**src/rtl/td4_run_ctrl.sv**
```systemverilog
// ============================================================================
// Module      : td4_run_ctrl
// Description : Run-control sequencer for the TD4 core. Issues a single-cycle
//               cpu_en on CLK in place of a divided slow clock. Modes are
//               halted, free-run at DIV cycles per instruction, and debounced
//               single-step. Optional PC breakpoint when the macro
//               TD4_BREAKPOINT_EN is defined.
// Revision    : 1.0 - initial release
// ============================================================================
`default_nettype none

module td4_run_ctrl #(
  parameter int unsigned DIV        = 50000000,
  parameter int unsigned DIV_W      = 26,
  parameter int unsigned DEB_CYCLES = 1000000,
  parameter int unsigned DEB_W      = 20
) (
  input  logic       CLK,
  input  logic       RST,
  input  logic       run_req,
  input  logic       step_btn,
  input  logic [3:0] pc,
  input  logic       bp_en,
  input  logic [3:0] bp_addr,
  output logic       cpu_en,
  output logic [1:0] state,
  output logic       halted,
  output logic [7:0] cycle_cnt
);

  typedef enum logic [1:0] {
    ST_HALT = 2'b00,
    ST_RUN  = 2'b01,
    ST_STEP = 2'b10,
    ST_BRK  = 2'b11
  } state_e;

  localparam logic [DIV_W-1:0] PRESC_LAST = DIV_W'(DIV - 1);
  localparam logic [DEB_W-1:0] DEB_LAST   = DEB_W'(DEB_CYCLES - 1);

  logic             sync1_q, sync1_d;
  logic             sync2_q, sync2_d;
  logic [DEB_W-1:0] deb_cnt_q, deb_cnt_d;
  logic             acc_q, acc_d;
  logic             step_ev_q, step_ev_d;

  state_e           state_q, state_d;
  logic [DIV_W-1:0] presc_q, presc_d;
  logic             cpu_en_q, cpu_en_d;
  logic [7:0]       cycle_cnt_q, cycle_cnt_d;

`ifdef TD4_BREAKPOINT_EN
  logic             skip_q, skip_d;
  logic             bp_hit;
  // Breakpoint matches only while armed and not stepping off the same address.
  assign bp_hit = bp_en && !skip_q && (pc == bp_addr);
`else
  logic             unused_bp;
  assign unused_bp = ^{bp_en, bp_addr, pc};
`endif

  // Synchronize the key, debounce it, and pulse once on an accepted press.
  always_comb begin
    sync1_d   = step_btn;
    sync2_d   = sync1_q;
    deb_cnt_d = '0;
    acc_d     = acc_q;
    step_ev_d = 1'b0;
    if (sync2_q != acc_q) begin
      if (deb_cnt_q == DEB_LAST) begin
        acc_d     = sync2_q;
        step_ev_d = sync2_q;
      end else begin
        deb_cnt_d = deb_cnt_q + 1'b1;
      end
    end
  end

  // Mode sequencer: decides next state and whether an instruction executes.
  always_comb begin
    state_d     = state_q;
    presc_d     = presc_q;
    cpu_en_d    = 1'b0;
    cycle_cnt_d = cycle_cnt_q;
`ifdef TD4_BREAKPOINT_EN
    skip_d      = skip_q;
`endif
    case (state_q)
      ST_HALT: begin
        if (run_req) begin
          state_d = ST_RUN;
          presc_d = '0;
        end else if (step_ev_q) begin
          state_d  = ST_STEP;
          cpu_en_d = 1'b1;
        end
      end
      ST_RUN: begin
        if (!run_req) begin
          state_d = ST_HALT;
          presc_d = '0;
        end else if (presc_q == PRESC_LAST) begin
          presc_d = '0;
`ifdef TD4_BREAKPOINT_EN
          if (bp_hit) begin
            state_d = ST_BRK;
          end else begin
            cpu_en_d = 1'b1;
          end
`else
          cpu_en_d = 1'b1;
`endif
        end else begin
          presc_d = presc_q + 1'b1;
        end
      end
      ST_STEP: begin
        state_d = ST_HALT;
      end
`ifdef TD4_BREAKPOINT_EN
      ST_BRK: begin
        if (!run_req) begin
          state_d = ST_HALT;
        end else if (step_ev_q) begin
          state_d  = ST_STEP;
          cpu_en_d = 1'b1;
          skip_d   = 1'b1;
        end
      end
`endif
      default: begin
        state_d = ST_HALT;
      end
    endcase
    if (cpu_en_d) begin
      cycle_cnt_d = cycle_cnt_q + 1'b1;
    end
`ifdef TD4_BREAKPOINT_EN
    // Any executed instruction other than the step off a breakpoint re-arms it.
    if (cpu_en_d && (state_q != ST_BRK)) begin
      skip_d = 1'b0;
    end
`endif
  end

  // Register all state; reset overrides every other input.
  always_ff @(posedge CLK) begin
    if (RST) begin
      sync1_q     <= 1'b0;
      sync2_q     <= 1'b0;
      deb_cnt_q   <= '0;
      acc_q       <= 1'b0;
      step_ev_q   <= 1'b0;
      state_q     <= ST_HALT;
      presc_q     <= '0;
      cpu_en_q    <= 1'b0;
      cycle_cnt_q <= '0;
`ifdef TD4_BREAKPOINT_EN
      skip_q      <= 1'b0;
`endif
    end else begin
      sync1_q     <= sync1_d;
      sync2_q     <= sync2_d;
      deb_cnt_q   <= deb_cnt_d;
      acc_q       <= acc_d;
      step_ev_q   <= step_ev_d;
      state_q     <= state_d;
      presc_q     <= presc_d;
      cpu_en_q    <= cpu_en_d;
      cycle_cnt_q <= cycle_cnt_d;
`ifdef TD4_BREAKPOINT_EN
      skip_q      <= skip_d;
`endif
    end
  end

  assign cpu_en    = cpu_en_q;
  assign state     = state_q;
  assign halted    = (state_q != ST_RUN);
  assign cycle_cnt = cycle_cnt_q;

endmodule

`default_nettype wire

```
**config.mk**
```make
export PLATFORM = sky130hd
export DESIGN_NAME = td4_run_ctrl
export DESIGN_NICKNAME = d
export VERILOG_FILES = /design/src/rtl/td4_run_ctrl.sv
export SDC_FILE = /design/constraint.sdc
export NUM_CORES = 1
export LEC_CHECK = 0
export ABC_AREA = 1
export BUFFER_PORTS_ARGS = -buffer_cell sky130_fd_sc_hd__buf_2
export CORE_ASPECT_RATIO = 1.75
export CORE_MARGIN = 3
export CORE_UTILIZATION = 50
export CTS_BUF_LIST = sky130_fd_sc_hd__clkbuf_8
export CTS_CLUSTER_SIZE = 40
export DETAILED_ROUTE_END_ITERATION = 10
export GPL_ROUTABILITY_DRIVEN = 0
export PLACE_DENSITY_LB_ADDON = 0.08
export SETUP_SLACK_MARGIN = 0.15
export SLEW_MARGIN = 15
export SYNTH_ARGS = -nofsm -noshare
export SYNTH_HDL_FRONTEND = slang
export SYNTH_SLANG_ARGS = --single-unit
```
**constraint.sdc**
```tcl
create_clock -name CLK -period 1.9 [get_ports CLK]
set_clock_uncertainty 0.2 [all_clocks]
set_input_delay 0.285 -clock CLK [delete_from_list [all_inputs] [get_ports CLK]]
set_output_delay 0.285 -clock CLK [all_outputs]
set_load 0.02 [all_outputs]
```
; Yosys cells after proc, flatten, opt, wreduce, memory -nomap -nowiden
; Index checks and enable logic that the tools add are counted.
[classes]
addsub = 3
eq_ne = 8
n_mux = 13
bitwise = 2
n_reduce_logical = 7
[ops]
columns = operator, n
row1 = two-way mux 26 bit, 3
row2 = one-hot mux 26 bit (2 select lines), 1
row3 = adder 26 x 1 -> 26 bit (second input constant), 1
row4 = equality test 26 bit (second input constant), 1
row5 = adder 20 x 1 -> 20 bit (second input constant), 1
row6 = equality test 20 bit (second input constant), 1
row7 = adder 8 x 1 -> 8 bit (second input constant), 1
row8 = two-way mux 2 bit, 3
row9 = AND reduction 2 bit, 3
row10 = OR reduction 3 bit, 2
row11 = two-way mux 1 bit, 4
row12 = != test 2 bit (second input constant), 2
row13 = one-hot mux 2 bit (2 select lines), 1
row14 = != test 3 bit (second input constant), 1
row15 = equality test 2 x 1 -> 1 bit (second input constant), 1
row16 = logical NOT 2 bit, 1
row17 = != test 2 x 1 -> 1 bit (second input constant), 1
row18 = NOT 1 bit, 2
row19 = one-hot mux 1 bit (2 select lines), 1
row20 = nonzero test 2 bit, 1
row21 = != test 1 bit, 1
[word_totals]
ff_bits = 61
input_bits = 13
output_inout_bits = 12
wordCells = 42

; Depth between registers and ports, before layout
[logic_depth]
depth_word = 4
ltp_mapped = 10
depth_no_buf = 10

; Worst setup path before layout
; Ideal clock, no wire load.
[synth_timing]
path_kind = register to register
start = register state_q[0], in the netlist state[0]
end = register presc_q[19]
setup_ns = 0.062
t_arrival_ns = 1.442
t_required_ns = 1.638
slack_ns = 0.196
stages_incl_launch_ff = 10
synth_period_minus_slack_ns = 1.704
path_cell_list = dfxtp_1 -> inv_1 -> nor2_2 -> inv_2 -> nor2_4 -> inv_1 -> o21ai_2 -> nand2_4 -> buf_6 -> nor2_2
[synth_via]
elab_chain_cells = 3
word_cells_on_any_way = 6
[synth_rtl]
columns = element, line
row1 = from (decl), 47  ; state_e state_q, state_d;
row2 = from (signal assigned), 167  ; state_q <= state_d;
row3 = equality test 2 x 1 -> 1 bit / logical NOT 2 bit (equally long branches), 88  ; case (state_q)
row4 = nonzero test 2 bit (no line) / != test 2 bit (equally long branches), -
row5 = AND reduction 2 bit (no line), -
row6 = to (signal assigned), 168  ; presc_q <= presc_d;
row7 = to (decl), 48  ; logic [DIV_W-1:0] presc_q, presc_d;
; Several ways; a longest one is shown, not always the timed one.
; A chain may end at the register's enable or synchronous reset.

; Final worst setup path
[layout_timing]
start = register presc_q[0]
end = register presc_q[10]
[layout_via]
elab_chain_cells = 4
word_cells_on_any_way = 5
[layout_rtl]
columns = element, line
row1 = adder 26 x 1 -> 26 bit / equality test 26 bit (equally long branches), "114, 102"
row2 = two-way mux 26 bit (*), 102  ; end else if (presc_q == PRESC_LAST) begin
row3 = two-way mux 26 bit (*), 99  ; if (!run_req) begin
row4 = one-hot mux 26 bit (2 select lines) (*), 88
; Mark *: on every way between the ends. The rest lies on a longest branch, timed or not.

==> results.md <==
* DRT antenna net count at 0
* Cell count after synthesis at between 400 and 500
* First-pass DRT Iterations at 4
* Tmin final at 1700 ps
* Io pins at 25
* WS Path Type: reg -> reg
* Register Area at 1240 um2
* Num rows at 38
* Critical R2R Launch: presc_q[0]
* R2R depth at 7
* Placeable core region at a little over 6000 um2
* CP Max Fanout at 4
* Root Driver: clkbuf_8
* DP Wirelength at between 5 and 6 mm
* P_int at 1.91 mW
* Number of global-route vias before repair at about 3,000
* Pin count of the biggest net entering global routing at 21
* FF-to-FF End: presc_q[10]
* Min-Delay Endpoint: cpu_en
* Starting density of the core at about half
* Die area at between 7000 and 8000 um2
* H-tree depth at 3
* Final worst slack at 204 ps
* Share of layout cells above drive strength 1 at 24.6%
* DR vias/cell at 5.15
* Slew Limit Fails at 0
* Commonest non-fill, non-tap cell in the layout: nand2_1
* Register share of total power at 52.2%
* DIE HEIGHT at ~110 um
* Residual DRC at 0
* Cell depth of the worst hold path at 2
* Crit-path max cell delay at 370 ps
* Crit start category: register
* Setup-failing EPs final at 0
* Fillers at about 600
* Via count at 3,090
* Crit path capture type: register
* Multi-input logic area at around 1900 um2
* MaxCap Viol Count at 0
* First-pass GRT wire length at 12.8 mm
* Syn Nets at 487
* Post-route cell area at 3960 um2
* Status: complete, no violations
* Clk sinks at 61
* PortBufs at 15
* R2R setup slack at 200 ps
* Clk pwr share at 43.8%
* Required time worst endpoint at 1930 ps
* CTS tree: yes
* Sw Share at 22.4%
* Post-synthesis cell area at about 3200 um2
* RSZ-0062 raised after global routing: true
* Number of DRC markers in iteration 0 at 134
* Final Hold Viols at 0
* Largest family of logic cells by synthesized area: simple AND/OR/NAND/NOR gates
* Leakage at 1.48 nW
* Ant diodes at 0
* Yosys cell types at 33
* #FFs+latches synth at 61
* Part of the Yosys area used for sequential elements at 38.2%
* Yosys warns at 0
* Die width at 66.5 um
* Clock latency on the worst-skew pair at roughly 350 ps
* Pre-CTS WS at about 76 ps
* Final worst path period share at 89.2%
* P_sw at 553 uW
* Nets at 533
* Clock buffer depth at 2
* Post-synthesis adder-cell area fraction at 1.17%
* Post-synthesis mux area share at 0%
* Crit-path slowest cell: nor3_1
* Worst-path clk slew at 70 ps
* Area Growth Syn to Fin at 23.9%
* GRT Util Overall at 22.6%
* Commonest non-fill, non-tap cells in the layout: 92 x nand2_1, 67 x nor2_1, 62 x inv_1
* Cell Chain, Critical Path: ha_4, nand3_1, inv_1, nand2_2, nor3_1, xnor2_1, nor2_1
* Slew @ Worst Pin at 425 ps
* Syn_area_per_cell at 6.79 um2
* Critical Path AT at 1720 ps
* Post-Route WL at 8.08 mm
* Comb pwr share at 4.0%
* TNS Setup at 0 ps
* Simple logic cell fraction of the synthesized area at 38.7%
* Routed WL per cell at 13.5 um
* VDD IR max at 618 uV
* Xor/xnor cell area share of the yosys netlist at 6.03%
* Initial antenna violation count at 0
* PwrDens at 622 nW/um2
* Fmax at 590 MHz
* Worst hold start: RST
* Total CTS buffers at 9
* Grt total ovfl at 0
* Placed inst area at 3470 um2
* Compound-Gate Fraction of Synth Area at 7.12%
* Worst min path class: in -> reg
* Slew margin rel. at a little under three quarters
## cell usage after synthesis
library cell | number | share of area [%]
inv_2 | 1 | 0.12
and2_1 | 1 | 0.20
a21oi_1 | 25 | 3.9
a31oi_1 | 1 | 0.20
nand3_1 | 46 | 7.2
o21ai_0 | 8 | 1.3
nand4_1 | 9 | 1.8
o31ai_1 | 1 | 0.23
o22ai_1 | 1 | 0.20
nand2_1 | 100 | 12
buf_6 | 1 | 0.35
inv_1 | 64 | 7.5
nand2_4 | 2 | 0.70
nor3_1 | 8 | 1.3
clkbuf_1 | 3 | 0.35
a31o_2 | 2 | 0.55
ha_1 | 3 | 1.2
nor2_4 | 3 | 1.1
nor4_1 | 3 | 0.59
nor3b_1 | 3 | 0.70
o21ai_2 | 2 | 0.55
nor2_1 | 80 | 9.4
xor2_1 | 10 | 2.7
or2_2 | 1 | 0.20
buf_4 | 2 | 0.47
nand2_2 | 4 | 0.78
xnor2_1 | 12 | 3.3
nor2_2 | 10 | 2.0
nand3b_1 | 1 | 0.23
nand4_2 | 1 | 0.39
dfxtp_1 | 61 | 38
nand3_4 | 1 | 0.55
a22oi_1 | 1 | 0.23
## worst max-delay path: cells and delay by family, from the launching register on
kind                       cells  cell delay [ps]
xor gates and xnor gates       1              180
and+or+nand+nor                4              620
buffers and inverters          1               70
DFF                            1              360
adders and majority gates      1              150
## through the flow
stage / instances / hold slack, ps / utilization [%] / power [mW]
2_1_floorplan: 471 / 188 / - / 1.37
3_3_place_gp: 576 / 209 / 56.1 / 1.39
3_5_place_dp: 576 / 207 / 56.1 / 1.40
4_1_cts: 591 / 82.1 / 59.7 / 2.48
5_1_grt: 600 / 97.3 / 64.1 / 2.56
6_report: 600 / 103 / 64.1 / 2.47
## worst max-delay path by stage
| stage | start | end | depth (start not counted) |
|---|---|---|---|
| CTS | deb_cnt_q[0] | step_ev_q | 7 |
| global route | presc_q[1] | presc_q[17] | 8 |
| global placement | deb_cnt_q[0] | deb_cnt_q[12] | 8 |
| floorplan | state[0] | presc_q[19] | 9 |
| detailed placement | deb_cnt_q[0] | deb_cnt_q[12] | 8 |
| finish | presc_q[0] | presc_q[10] | 7 |
## cell families (layout without fill, tap and decap cells)
logic type | Yosys count | count (layout)
AOI/OAI and AO/OA | 41 | 41
xor gates and xnor gates | 22 | 22
adders and majority gates | 3 | 3
buffers and inverters | 71 | 118
DFF | 61 | 61
and+or+nand+nor | 273 | 275
## metal layers
| layer | vias up | track usage [%] | part of all wire [%] |
|---|---|---|---|
| met1 | 1428 | 22.6 | 39 |
| met5 | - | 0 | 0 |
| met4 | 0 | 14.0 | 4.4 |
| met2 | 57 | 39.9 | 54 |
| li1 | 1584 | - | - |
| met3 | 21 | 5.65 | 3.5 |
## power groups by stage
stage	combinational (mW)	sequential (mW)	clock [mW]
2_1_floorplan	0.0490	1.32	0
3_3_place_gp	0.0787	1.32	0
3_5_place_dp	0.0797	1.32	0
4_1_cts	0.0817	1.29	1.11
5_1_grt	0.105	1.29	1.17
6_report	0.0978	1.29	1.08
## sequential cells by signal, summed over array words and instances, names as in the netlist, 2 cells and up
register,cells
state,2
cycle_cnt,8
presc_q,26
deb_cnt_q,20
## final cells by class
type / instances / share of cell area [%]
inverters: 65 / 6.16
repair buffers: 39 / 7.45
flip-flops and latches: 61 / 31.3
multi-input cells: 341 / 47.9
clock inverters: 1 / 0.126
well taps: 80 / 2.53
clock buffers: 13 / 4.52
## timing repair
action,CTS,global route
resized for setup,11,55
hold buffers,1,0
setup buffers,0,5
pin swaps,0,12
gates cloned,0,4
endpoints found under the hold margin,1,0
endpoints found under the setup margin,36,54
Note: power is estimated with default switching activity, not from simulation.
